--- src/rtl/mat_conv_pkg.sv ---
`default_nettype none
// ============================================================================
// Module : mat_conv_pkg
// Brief  : Shared pixel/word types and sequencer state encoding.
// Rev    : 1.0  initial release
// ============================================================================
package mat_conv_pkg;

  localparam int PIXEL_BITS  = 8;
  localparam int FIFO_WIDTH  = 8;
  localparam int c_WORD_BITS = PIXEL_BITS * FIFO_WIDTH;

  typedef logic [PIXEL_BITS-1:0] pixel_t;
  typedef pixel_t [FIFO_WIDTH-1:0] word_t;

  typedef enum logic [1:0] {
    IDLE  = 2'd0,
    LOAD  = 2'd1,
    SHIFT = 2'd2
  } seq_state_e;

endpackage
`default_nettype wire

--- src/rtl/sync_word_fifo.sv ---
`default_nettype none
// ============================================================================
// Module : sync_word_fifo
// Brief  : Registered-output-free word FIFO; head is visible the cycle after push.
// Rev    : 1.0  initial release
// ============================================================================
module sync_word_fifo #(
  parameter int DEPTH  = 4,
  parameter int DATA_W = 65
) (
  input  logic                    i_clk,
  input  logic                    i_rst_n,
  input  logic                    i_push,
  input  logic [DATA_W-1:0]       i_wdata,
  input  logic                    i_pop,
  output logic [DATA_W-1:0]       o_rdata,
  output logic [$clog2(DEPTH):0]  o_count,
  output logic                    o_empty
);

  localparam int            c_AW    = $clog2(DEPTH);
  localparam logic [c_AW:0] c_DEPTH = (c_AW + 1)'(DEPTH);

  logic [DATA_W-1:0] r_mem [DEPTH];
  logic [c_AW-1:0]   r_wr_ptr;
  logic [c_AW-1:0]   r_rd_ptr;
  logic [c_AW:0]     r_count;
  logic              w_full;
  logic              w_push;
  logic              w_pop;

  assign w_full  = (r_count == c_DEPTH);
  assign o_empty = (r_count == '0);
  assign w_push  = i_push & ~w_full;
  assign w_pop   = i_pop & ~o_empty;
  assign o_rdata = r_mem[r_rd_ptr];
  assign o_count = r_count;

  always_ff @(posedge i_clk) begin
    if (w_push) begin
      r_mem[r_wr_ptr] <= i_wdata;
    end
  end

  // Pointers are exactly log2(DEPTH) bits so they wrap on their own.
  always_ff @(posedge i_clk or negedge i_rst_n) begin
    if (!i_rst_n) begin
      r_wr_ptr <= '0;
      r_rd_ptr <= '0;
      r_count  <= '0;
    end else begin
      if (w_push) r_wr_ptr <= r_wr_ptr + 1'b1;
      if (w_pop)  r_rd_ptr <= r_rd_ptr + 1'b1;
      case ({w_push, w_pop})
        2'b10:   r_count <= r_count + 1'b1;
        2'b01:   r_count <= r_count - 1'b1;
        default: r_count <= r_count;
      endcase
    end
  end

endmodule
`default_nettype wire

--- src/rtl/pixel_word_sequencer.sv ---
`default_nettype none
// ============================================================================
// Module : pixel_word_sequencer
// Brief  : Buffers pixel words and drives cluster_feeder load/shift controls.
// Rev    : 1.0  initial release
// ============================================================================
module pixel_word_sequencer
  import mat_conv_pkg::*;
#(
  parameter int DEPTH = 4
) (
  input  logic                             i_clk,
  input  logic                             i_rst_n,
  input  logic [FIFO_WIDTH*PIXEL_BITS-1:0] i_wdata,
  input  logic                             i_wlast,
  input  logic                             i_wvalid,
  output logic                             o_wready,
  output logic [PIXEL_BITS-1:0]            o_pixel_0,
  output logic [PIXEL_BITS-1:0]            o_pixel_1,
  output logic [PIXEL_BITS-1:0]            o_pixel_2,
  output logic [PIXEL_BITS-1:0]            o_pixel_3,
  output logic [PIXEL_BITS-1:0]            o_pixel_4,
  output logic [PIXEL_BITS-1:0]            o_pixel_5,
  output logic [PIXEL_BITS-1:0]            o_pixel_6,
  output logic [PIXEL_BITS-1:0]            o_pixel_7,
  output logic                             o_sel,
  output logic                             o_new,
  output logic                             o_window_valid,
  output logic                             o_row_end
);

  localparam int                  c_AW       = $clog2(DEPTH);
  localparam int                  c_CNT_W    = $clog2(FIFO_WIDTH);
  localparam logic [c_CNT_W-1:0]  c_CNT_LAST = c_CNT_W'(FIFO_WIDTH - 2);
  localparam logic [c_AW:0]       c_DEPTH    = (c_AW + 1)'(DEPTH);

  seq_state_e           r_state;
  seq_state_e           w_state_nxt;
  logic [c_CNT_W-1:0]   r_cnt;
  logic [c_CNT_W-1:0]   w_cnt_nxt;
  logic                 w_push;
  logic                 w_pop;
  logic                 w_empty;
  logic                 w_last_shift;
  logic [c_AW:0]        w_count;
  logic [c_WORD_BITS:0] w_head;
  word_t                r_pixel;
  logic                 r_last;
  logic                 r_window_valid;
  logic                 r_row_end;

  assign o_wready = (w_count < c_DEPTH);
  assign w_push   = i_wvalid & o_wready;

  sync_word_fifo #(
    .DEPTH  (DEPTH),
    .DATA_W (c_WORD_BITS + 1)
  ) u_fifo (
    .i_clk   (i_clk),
    .i_rst_n (i_rst_n),
    .i_push  (w_push),
    .i_wdata ({i_wlast, i_wdata}),
    .i_pop   (w_pop),
    .o_rdata (w_head),
    .o_count (w_count),
    .o_empty (w_empty)
  );

  assign w_last_shift = (r_state == SHIFT) && (r_cnt == c_CNT_LAST);

  // The pop is issued on the same edge that enters LOAD, so the next word
  // can follow the last SHIFT cycle with no gap.
  always_comb begin
    w_state_nxt = r_state;
    w_cnt_nxt   = r_cnt;
    w_pop       = 1'b0;
    unique case (r_state)
      IDLE: begin
        if (!w_empty) begin
          w_state_nxt = LOAD;
          w_pop       = 1'b1;
        end
      end
      LOAD: begin
        w_state_nxt = SHIFT;
        w_cnt_nxt   = '0;
      end
      SHIFT: begin
        if (w_last_shift) begin
          w_cnt_nxt = '0;
          if (!w_empty) begin
            w_state_nxt = LOAD;
            w_pop       = 1'b1;
          end else begin
            w_state_nxt = IDLE;
          end
        end else begin
          w_cnt_nxt = r_cnt + 1'b1;
        end
      end
      default: begin
        w_state_nxt = IDLE;
        w_cnt_nxt   = '0;
      end
    endcase
  end

  always_ff @(posedge i_clk or negedge i_rst_n) begin
    if (!i_rst_n) begin
      r_state <= IDLE;
      r_cnt   <= '0;
    end else begin
      r_state <= w_state_nxt;
      r_cnt   <= w_cnt_nxt;
    end
  end

  // Qualifiers lag the state by one cycle to match the feeder output latency.
  always_ff @(posedge i_clk or negedge i_rst_n) begin
    if (!i_rst_n) begin
      r_pixel        <= '0;
      r_last         <= 1'b0;
      r_window_valid <= 1'b0;
      r_row_end      <= 1'b0;
    end else begin
      if (w_pop) begin
        r_pixel <= word_t'(w_head[c_WORD_BITS-1:0]);
        r_last  <= w_head[c_WORD_BITS];
      end
      r_window_valid <= (r_state == LOAD) || (r_state == SHIFT);
      r_row_end      <= w_last_shift & r_last;
    end
  end

  assign o_sel          = (r_state == LOAD);
  assign o_new          = o_sel;
  assign o_window_valid = r_window_valid;
  assign o_row_end      = r_row_end;

  assign o_pixel_0 = r_pixel[0];
  assign o_pixel_1 = r_pixel[1];
  assign o_pixel_2 = r_pixel[2];
  assign o_pixel_3 = r_pixel[3];
  assign o_pixel_4 = r_pixel[4];
  assign o_pixel_5 = r_pixel[5];
  assign o_pixel_6 = r_pixel[6];
  assign o_pixel_7 = r_pixel[7];

endmodule
`default_nettype wire

--- config.mk ---
export PLATFORM = sky130hd
export DESIGN_NAME = pixel_word_sequencer
export DESIGN_NICKNAME = d
export VERILOG_FILES = /design/src/rtl/mat_conv_pkg.sv /design/src/rtl/sync_word_fifo.sv /design/src/rtl/pixel_word_sequencer.sv
export SDC_FILE = /design/constraint.sdc
export NUM_CORES = 1
export LEC_CHECK = 0
export CAP_MARGIN = 10
export CORE_MARGIN = 4
export CORE_UTILIZATION = 37
export DETAILED_ROUTE_END_ITERATION = 6
export GPL_TIMING_DRIVEN = 0
export PLACE_DENSITY = 0.59
export SLEW_MARGIN = 20
export SYNTH_ARGS = -nofsm -noshare
export SYNTH_HDL_FRONTEND = slang
export SYNTH_HIERARCHICAL = 1
export SYNTH_SLANG_ARGS = --single-unit
--- constraint.sdc ---
create_clock -name i_clk -period 4.1 [get_ports i_clk]
set_input_delay 0.82 -clock i_clk [delete_from_list [all_inputs] [get_ports i_clk]]
set_output_delay 0.82 -clock i_clk [all_outputs]
set_load 0.005 [all_outputs]
## Word level (Yosys, flattened, before mapping)

Memory sizes are Yosys's and may differ from the RTL's. A register that Yosys moved wholly into a read port is not among the register bits.
Index checks and enable logic that the tools add are counted.

- Add/sub/neg operators: 5
- Magnitude comparators: 1
- Equality and inequality tests: 8
- Multiplexer cells: 12
- Bitwise gates (word level): 6
- Reductions and logical operators: 7

Operators with widths:

| cell | number |
|---|---|
| 3-bit case mux with 2 select lines | 2 |
| 3-bit by 1-bit adder with 3-bit output (second input constant) | 2 |
| 3-bit equality test (second input constant) | 2 |
| 2-bit case mux with 3 select lines | 1 |
| 1-bit 2-to-1 mux | 5 |
| 2-bit by 1-bit adder with 2-bit output (second input constant) | 2 |
| 1-bit AND | 4 |
| 2-bit by 1-bit equality test with 1-bit output (second input constant) | 2 |
| 2-bit equality test (second input constant) | 2 |
| 2-bit 2-to-1 mux | 2 |
| 2-bit != test (second input constant) | 2 |
| 3-bit zero test | 1 |
| 3-bit less-than comparator (second input constant) | 1 |
| 3-bit 2-to-1 mux | 1 |
| 3-bit by 1-bit subtractor with 3-bit output (second input constant) | 1 |
| 2-bit zero test | 1 |
| 1-bit NOT | 2 |
| 1-bit case mux with 2 select lines | 1 |
| 2-bit AND reduction | 1 |
| 2-bit nonzero test | 1 |
| 1-bit logical AND | 1 |
| 1-bit zero test | 1 |
| 1-bit logical OR | 1 |

- Register bits after elaboration: 14
- RAM bits: 260
- Input port bits: 68
- Output and inout port bits: 69
- Logic and storage cells: 47
- Memories: 1

Memory list:

| memory | words | width | read ports | clocked after Yosys merged registers in | write ports | line | RTL |
|---|---|---|---|---|---|---|---|
| u_fifo.r_mem | 4 | 65 | 1 | 1 | 1 | sync_word_fifo.sv:24 | `logic [DATA_W-1:0] r_mem [DEPTH];` |

## Logic depth before layout (Yosys ltp)

Gate-level depths: netlist of the first run.

- Word-level depth: 7
- Depth in mapped cells: 14
- Mapped depth without buffers: 11

## Modules after synthesis

The synthesis of the first run kept the hierarchy.

Modules (own cells, without submodules):

| module | times used | cells each | area each (um2) | seq. area each (um2) |
|---|---|---|---|---|
| sync_word_fifo | 1 | 377 | 9828.2 | 7982.7 |
| pixel_word_sequencer | 1 | 177 | 3022.9 | 1801.7 |

## Worst setup path after synthesis of the first run

Ideal clock, no wire load.

- Path kind: in2reg
- Start point: in i_wvalid
- End point: mem u_fifo.r_mem[0][0], enable pin
- Setup time: 0.430 ns
- Arrival: 2.914 ns
- Data required time: 3.670 ns
- Slack: 0.756 ns
- Cell stages on the path: 4
- Path buffers: 0
- Cells stage by stage: nor2b_1 -> inv_1 -> a31oi_1 -> and2_1

- Longest elaborated chain between the ends: 4

RTL lines:

| element | line | RTL |
|---|---|---|
| start: declaration | pixel_word_sequencer.sv:16 | `input logic i_wvalid,` |
| 1-bit AND | pixel_word_sequencer.sv:53 | `assign w_push = i_wvalid & o_wready;` |
| 1-bit AND | sync_word_fifo.sv:34 | `assign w_push = i_push & ~w_full;` |
| 1-bit 2-to-1 mux | sync_word_fifo.sv:40 | `if (w_push) begin` |
| 1-bit 2-to-1 mux (not written as such) | sync_word_fifo.sv:41 | `r_mem[r_wr_ptr] <= i_wdata;` |
| end: declaration | sync_word_fifo.sv:24 |  |

Every way passes these cells.

## Final worst setup path of the first run

- Start point: reg r_state[0]
- End point: reg u_fifo.r_count[2], in the netlist u_fifo/o_count[2]

- Longest elaborated chain between the ends: 7
- Elaborated cells between the ends (all ways): 10
- Those cells by class: 3 x eq/ne; 3 x mux; 1 x bitwise; 3 x reduce/logical

RTL lines:

| element | line | RTL |
|---|---|---|
| start: declaration | pixel_word_sequencer.sv:37 | `seq_state_e r_state;` |
| start signal: assignment | pixel_word_sequencer.sv:113 | `r_state <= w_state_nxt;` |
| 2-bit equality test | pixel_word_sequencer.sv:69, pixel_word_sequencer.sv:77 |  |
| 1-bit logical AND | pixel_word_sequencer.sv:69 | `assign w_last_shift = (r_state == SHIFT) && (r_cnt == c_CNT_LAST);` |
| 1-bit 2-to-1 mux | pixel_word_sequencer.sv:89 | `if (w_last_shift) begin` |
| 1-bit case mux with 2 select lines * | pixel_word_sequencer.sv:77 | `unique case (r_state)` |
| named net w_pop | pixel_word_sequencer.sv:42 | `logic w_pop;` |
| 1-bit AND * | sync_word_fifo.sv:35 | `assign w_pop = i_pop & ~o_empty;` |
| named net u_fifo.w_pop | sync_word_fifo.sv:30 | `logic w_pop;` |
| 2-bit by 1-bit equality test with 1-bit output / 2-bit equality test (equally long branches) | sync_word_fifo.sv:54 | `case ({w_push, w_pop})` |
| 3-bit case mux with 2 select lines / 2-bit nonzero test (equally long branches) | -- |  |
| end signal: assignment | sync_word_fifo.sv:55 | `2'b10: r_count <= r_count + 1'b1;` |
| end signal: assignment | sync_word_fifo.sv:56 | `2'b01: r_count <= r_count - 1'b1;` |
| end signal: assignment | sync_word_fifo.sv:57 | `default: r_count <= r_count;` |
| end: declaration | sync_word_fifo.sv:27 | `logic [c_AW:0] r_count;` |

The timed path passes the listed nets; every way through them passes the cells marked *.
A chain may end at the register's enable or synchronous reset.

==> results of run 1 <==
cell families (layout without fill, tap and decap cells):
logic type | after synthesis | count (layout) | share of synthesized area
simple gates | 17 | 17 | 0.00740
flops | 339 | 339 | 0.761
xor+xnor | 6 | 6 | 0.00409
compound gates | 12 | 12 | 0.00769
buf+inv | 35 | 244 | 0.0224
mux | 133 | 133 | 0.185
fa+ha+maj | 12 | 12 | 0.0123
worst max-delay path by stage:
stage,slack [ns],cells after the start,endpoint,from
finish,1.16,13,u_fifo/o_count[2]$_DFFE_PN0P_,r_state[0]$_DFFE_PN0P_
global placement,-1.50,1,o_pixel_1[3]$_DFFE_PN0P_,i_rst_n
detailed placement,0.79,6,u_fifo/r_mem[3][17]$_DFFE_PP_,i_wvalid
CTS,1.10,13,u_fifo/o_count[2]$_DFFE_PN0P_,r_state[0]$_DFFE_PN0P_
floorplan,0.76,4,u_fifo/r_mem[0][0]$_DFFE_PP_,i_wvalid
global route,0.89,13,u_fifo/o_count[2]$_DFFE_PN0P_,r_state[0]$_DFFE_PN0P_
sequential cells by signal, indices dropped and copies added (netlist names), 3 cells and up:
| signal | cells |
|---|---|
| o_pixel_5 | 8 |
| o_pixel_1 | 8 |
| u_fifo/r_mem | 260 |
| r_cnt | 3 |
| o_pixel_3 | 8 |
| u_fifo/o_count | 3 |
| o_pixel_6 | 8 |
| o_pixel_7 | 8 |
| o_pixel_2 | 8 |
| o_pixel_0 | 8 |
| o_pixel_4 | 8 |
per-layer routing:
metal  vias up  GRT usage
met2       133      0.234
met5         -          0
li1       2592          -
met4         0     0.0331
met3        46     0.0294
met1      3094      0.172
power by group:
part	internal (mW)	switching [mW]
clock	2.11	1.25
combinational	2.40	1.64
sequential	4.53	0.332
total	9.04	3.23
worst max-delay path, delay by kind of cell (launching register included):
| family | cells | cell delay, ns |
|---|---|---|
| buf+inv | 4 | 0.61 |
| compound gates | 2 | 0.39 |
| flops | 1 | 0.41 |
| simple gates | 2 | 0.24 |
| fa+ha+maj | 3 | 0.92 |
| xor+xnor | 2 | 0.30 |
through the flow:
step           worst slack [ns]  std cells  instance area, sq um
2_1_floorplan             0.756        554                 12900
3_3_place_gp              -1.50       1138                 14800
3_5_place_dp              0.794       1143                 14900
4_1_cts                    1.10       1211                 16200
5_1_grt                   0.890       1211                 16200
6_report                   1.16       1211                 16200
placed cells by master (no fill, tap or decap), types with 2 or more instances in the layout:
cell,Yosys,routed
inv_1,11,11
buf_4,4,4
mux4_2,65,65
bufinv_16,0,5
clkbuf_8,0,2
clkbuf_1,2,19
buf_16,0,5
buf_12,4,4
buf_8,4,4
clkdlybuf4s50_1,0,135
o31ai_1,2,2
buf_2,7,7
mux2_4,39,39
and2_4,0,4
xor2_1,3,3
o211ai_1,2,2
o21ai_0,2,2
xnor2_1,3,3
ha_1,11,11
nand2_1,5,5
mux2_2,16,16
nor2_1,2,2
edfxtp_1,260,260
buf_6,3,4
clkbuf_16,0,39
mux2_1,12,12
clkinv_2,0,3
dfrtp_1,79,79
cell type report:
type | instances | share of cell area
clock buffer | 58 | 0.0660
timing repair buffer | 141 | 0.0928
multi-input combinational | 180 | 0.172
sequential | 339 | 0.605
inverter | 11 | 0.00255
buffer | 24 | 0.0152
tap | 448 | 0.0347
clock inverter | 10 | 0.0112
==> impl_metrics.toml, run 1 <==
[place]
portBuffers = 136
place.gp.congestion = 0.675
dp_hpwl_mm = 15.6

[clocking]
cts_tree = "built"
clk_pin_slew_worst_paths_ns = 0.06
numCtsBuffers = 37
h-tree-depth = 2
cts_setup_buffers = 0
postCtsResizedCells = 0
clockRootBuffer = "clkbuf_16"
hold_buffers = 0
clk_path_buf_depth = 3
cts.sinks = 339
insertion_delay_ns = 0.51

[floorplanning]
fp.coreArea_sq_mm = 0.0339
rows = 67
start_util = 0.379
die-area_sq_mm = 0.0378
io_pins = 137
die_w_um = 194
die_h_um = 194

[global_routing]
antenna_found_initial = 0
grt_pass1_wl_mm = 39.4
grt_pass1_vias = 6635
grt-ovfl-total = 0
track_usage = 0.134
grt_max_degree = 46

[detailed_routing]
met1_length_mm = 10.7
routed-wl-met2_mm = 12.8
wl_met3_mm = 1.16
highest_layer = "met4"
drc = 0
vias_per_cell = 4.84
drtIter0Drc = 185
ant_nets = 0
vias = 5865
dr.pass1.iters = 4
routed_wl_mm = 25.1
wl_per_cell_um = 20.7

[logic_synthesis]
postSynthCellCount = 554
synth_fp_nets = 634
synthArstFlopShare = 0.233
yosys_register_bits = 339
yosysUniqueCellTypes = 36
synth.yosys.seq_area_share = 0.761
synth_top_area_frac = 0.608
synth.avg_cell_area_sq_um = 23.2
synthFlopType = "edfxtp_1"
synth_area_leader_cell = "edfxtp_1"
synth_area_leaders = "edfxtp_1 (61%), dfrtp_1 (15%), mux4_2 (11%), mux2_4 (4.6%), mux2_2 (1.4%)"
synthesis.area_sq_mm = 0.0129
yosysMostFrequentCell = "edfxtp_1"
synth_edf_count = 260
yosys_warnings = 6
synth_common_cells = "edfxtp_1 (260), dfrtp_1 (79), mux4_2 (65), mux2_4 (39), mux2_2 (16)"

[timing]
fin_crit_sh = 0.718
fmax_ghz = 0.340
final_hold_viol_count = 0
tightest_slew_ns = 0.728
fin_setup_tns_ns = 0
setup_viol = 0
whs_ns = 0.216
min_period_ns = 2.94
finClkSkew_ns = 0.0222
final_max_slew_viol_count = 0
relSlewSlack = 0.515
rsz0062_at_grt = "false"

[setup_path]
rr_endpoint = "u_fifo/o_count[2]$_DFFE_PN0P_"
worstSetupStartpointType = "register"
max_stage_delay_ns = 0.41
crit_path_max_fanout = 10
critical_path_required_ns = 4.52
cp-end-kind = "register"
path_cells = "inv_1, ha_1, a31oi_4, nor2_4, buf_6, buf_8, o31a_1, ha_1, inv_1, fa_1, xor2_1, nor2_1, xor2_1"
cp_slowest_cell = "dfrtp_1"
crit_arrival_ns = 3.37
crit_type = "register to register"
reg2reg_from = "r_state[0]$_DFFE_PN0P_"
ff2ff_path_depth = 13
r2r_slack_ns = 1.16

[worst_hold_path]
min_path_type = "input pin to asynchronous set/reset pin"

[run]
maxCapViolations = 0

[power_and_ir_drop]
ir_drop_mv = 0.422
p_total_mw = 12.3
p_leak_nw = 5.68
powerDensity_mw_per_mm2 = 758

[cells_and_area]
regArea_sq_mm = 0.00978
multiInputGateArea_sq_mm = 0.00279
n_antenna_cell = 0
drive_gt1_frac = 0.270
n_fill_cell = 2818
postLayoutCoreUtil = 0.477
area_delta_synth_final_pct = 25.8
final_nets = 814

[status]
status = "complete, no violations"
Note: power is estimated with default switching activity, not from simulation.
==> inputs of run 2 (changes only) <==
--- a/config.mk
+++ b/config.mk
@@ -10,7 +10,7 @@
 export CORE_UTILIZATION = 37
 export DETAILED_ROUTE_END_ITERATION = 6
 export GPL_TIMING_DRIVEN = 0
-export PLACE_DENSITY = 0.59
+export PLACE_DENSITY = 0.61
 export SLEW_MARGIN = 20
 export SYNTH_ARGS = -nofsm -noshare
 export SYNTH_HDL_FRONTEND = slang
==> constraint.sdc (replaced) <==
create_clock -name i_clk -period 2.5 [get_ports i_clk]
set_input_delay 0.5 -clock i_clk [delete_from_list [all_inputs] [get_ports i_clk]]
set_output_delay 0.5 -clock i_clk [all_outputs]
set_load 0.005 [all_outputs]
==> run 2 against run 1 <==
Net effect:
- wire length increased by 0.78%
- register-to-register slack worse by 1.1 ns
- critical path depth stayed put
- core utilization about the same
- combinational power rose by 68%
- die area did not move
- non-clock buffer count increased by 8
- worst hold slack gained 0.24 ns
- critical endpoint unchanged
- largest power group unchanged
==> impl_metrics.toml, run 2 (synthesis gave the netlist of run 1 again) <==
[timing]
setup_viol = 0
fmax_ghz = 0.411
relSlewSlack = 0.540
fin_setup_tns_ns = 0
min_period_ns = 2.43
final_hold_viol_count = 0
fin_crit_sh = 0.972
rsz0062_at_grt = "true"
final_max_slew_viol_count = 0
finClkSkew_ns = 0.00976
whs_ns = 0.456
tightest_slew_ns = 0.691

[setup_path]
crit_type = "register to register"
cp_num_cells = 13
path_cells = "inv_2, ha_2, buf_6, a31oi_4, nor2_4, buf_12, o31a_1, ha_2, inv_1, fa_1, xor2_1, nor2_1, xor2_1"
crit_path_max_fanout = 6
cp-endpoint = "u_fifo/o_count[2]$_DFFE_PN0P_"
ff2ff_path_depth = 13
worstSetupStartpointType = "register"
crit_arrival_ns = 2.86
setup.worst_path.start = "r_state[0]$_DFFE_PN0P_"
critical_path_required_ns = 2.92
cp.buffers_inverters = 4
cp-end-kind = "register"
rr_endpoint = "u_fifo/o_count[2]$_DFFE_PN0P_"
reg2reg_from = "r_state[0]$_DFFE_PN0P_"
cp_slowest_cell = "dfrtp_1"
crit_family = "adder cells"
r2r_slack_ns = 0.07
max_stage_delay_ns = 0.42

[floorplanning]
die_h_um = 194
rows = 67
start_util = 0.379
io_pins = 137
fp.coreArea_sq_mm = 0.0339
die_w_um = 194
die-area_sq_mm = 0.0378

[detailed_routing]
routed_wl_mm = 25.3
drtIter0Drc = 268
wl_per_cell_um = 20.7
vias = 5891
vias_per_cell = 4.83
drc = 0
dr.pass1.iters = 4
ant_nets = 0

[clocking]
clockRootBuffer = "clkbuf_16"
cts.sinks = 339
cts_tree = "built"
clk_pin_slew_worst_paths_ns = 0.06
h-tree-depth = 2
clk_path_buf_depth = 3
insertion_delay_ns = 0.50
numCtsBuffers = 37

[power_and_ir_drop]
ir_drop_mv = 0.715
p_leak_nw = 5.68
powerDensity_mw_per_mm2 = 1230

[global_routing]
antenna_found_initial = 1
grt_pass1_wl_mm = 39.0
grt_max_degree = 48
grt_pass1_vias = 6627
track_usage = 0.133
grt-ovfl-total = 0

[cells_and_area]
area_delta_synth_final_pct = 25.9
n_fill_cell = 2834
final_nets = 823
mostFrequentLayoutCells = "edfxtp_1 (260), clkdlybuf4s50_1 (135), dfrtp_1 (79), mux4_2 (65)"
multiInputGateArea_sq_mm = 0.00282
final_common_cell = "edfxtp_1"
regMostFlops = "u_fifo/r_mem"
drive_gt1_frac = 0.278
n_antenna_cell = 0
regArea_sq_mm = 0.00978
largest_reg_flops = 260

[place]
portBuffers = 136
dp_hpwl_mm = 15.8
place.gp.congestion = 0.655

[run]
maxCapViolations = 0

[status]
status = "complete, no violations"

[worst_hold_path]
min_path_type = "input pin to asynchronous set/reset pin"
-- run 2: worst min path at each step --
stage,from,endpoint,slack (ns)
2_1_floorplan,i_rst_n,o_pixel_0[0]$_DFFE_PN0P_,0.20
3_3_place_gp,o_pixel_3[6]$_DFFE_PN0P_,o_pixel_3[6]$_DFFE_PN0P_,0.47
3_5_place_dp,i_rst_n,o_pixel_5[2]$_DFFE_PN0P_,0.43
4_1_cts,i_rst_n,o_pixel_5[2]$_DFFE_PN0P_,0.46
5_1_grt,i_rst_n,o_pixel_5[2]$_DFFE_PN0P_,0.48
6_report,i_rst_n,o_pixel_5[3]$_DFFE_PN0P_,0.46
-- run 2: per-stage QoR --
| step | power (mW) | utilization | instances | setup WS [ns] | cell area [sq um] |
|---|---|---|---|---|---|
| after global placement | 14.6 | 0.436 | 1138 | -2.70 | 14800 |
| final | 19.9 | 0.478 | 1220 | 0.0693 | 16200 |
| after detailed placement | 14.9 | 0.441 | 1143 | -0.441 | 14900 |
| after global routing | 21.0 | 0.478 | 1220 | -0.0534 | 16200 |
| after floorplan | 12.2 | - | 554 | 0.0160 | 12900 |
| after CTS | 20.2 | 0.476 | 1213 | 0.0766 | 16100 |
-- run 2: area by class of cell --
| class | instances | area share |
|---|---|---|
| flip-flops and latches | 339 | 0.605 |
| multi-input cells | 181 | 0.174 |
| repair buffers | 150 | 0.0970 |
| clock buffers | 61 | 0.0666 |
| well taps | 448 | 0.0346 |
| plain buffers | 23 | 0.0148 |
| clock inverters | 7 | 0.00533 |
| inverters | 11 | 0.00255 |
-- run 2: repair_timing --
item                                    CTS  global route
hold buffers                              1             0
gates cloned                              0             1
endpoints found under the setup margin    2            36
resized for setup                         4             4
setup buffers                             2             6
endpoints found under the hold margin    32             0
pin swaps                                 0             3
-- run 2: metal layers --
layer  routed length [um]  share of wire  global-route usage
met1                10600           0.42               0.167
met2                13100           0.52               0.234
met3                 1130          0.045              0.0306
met4                  507          0.020              0.0333
met5                   13        0.00051                   0
-- run 2: power by group --
part | internal, mW | switching [mW] | leakage [nW] | total [mW]
sequential | 7.42 | 0.557 | 3.29 | 7.98
combinational | 4.05 | 2.72 | 1.82 | 6.77
clock | 3.15 | 2.02 | 0.562 | 5.17
total | 14.6 | 5.30 | 5.68 | 19.9
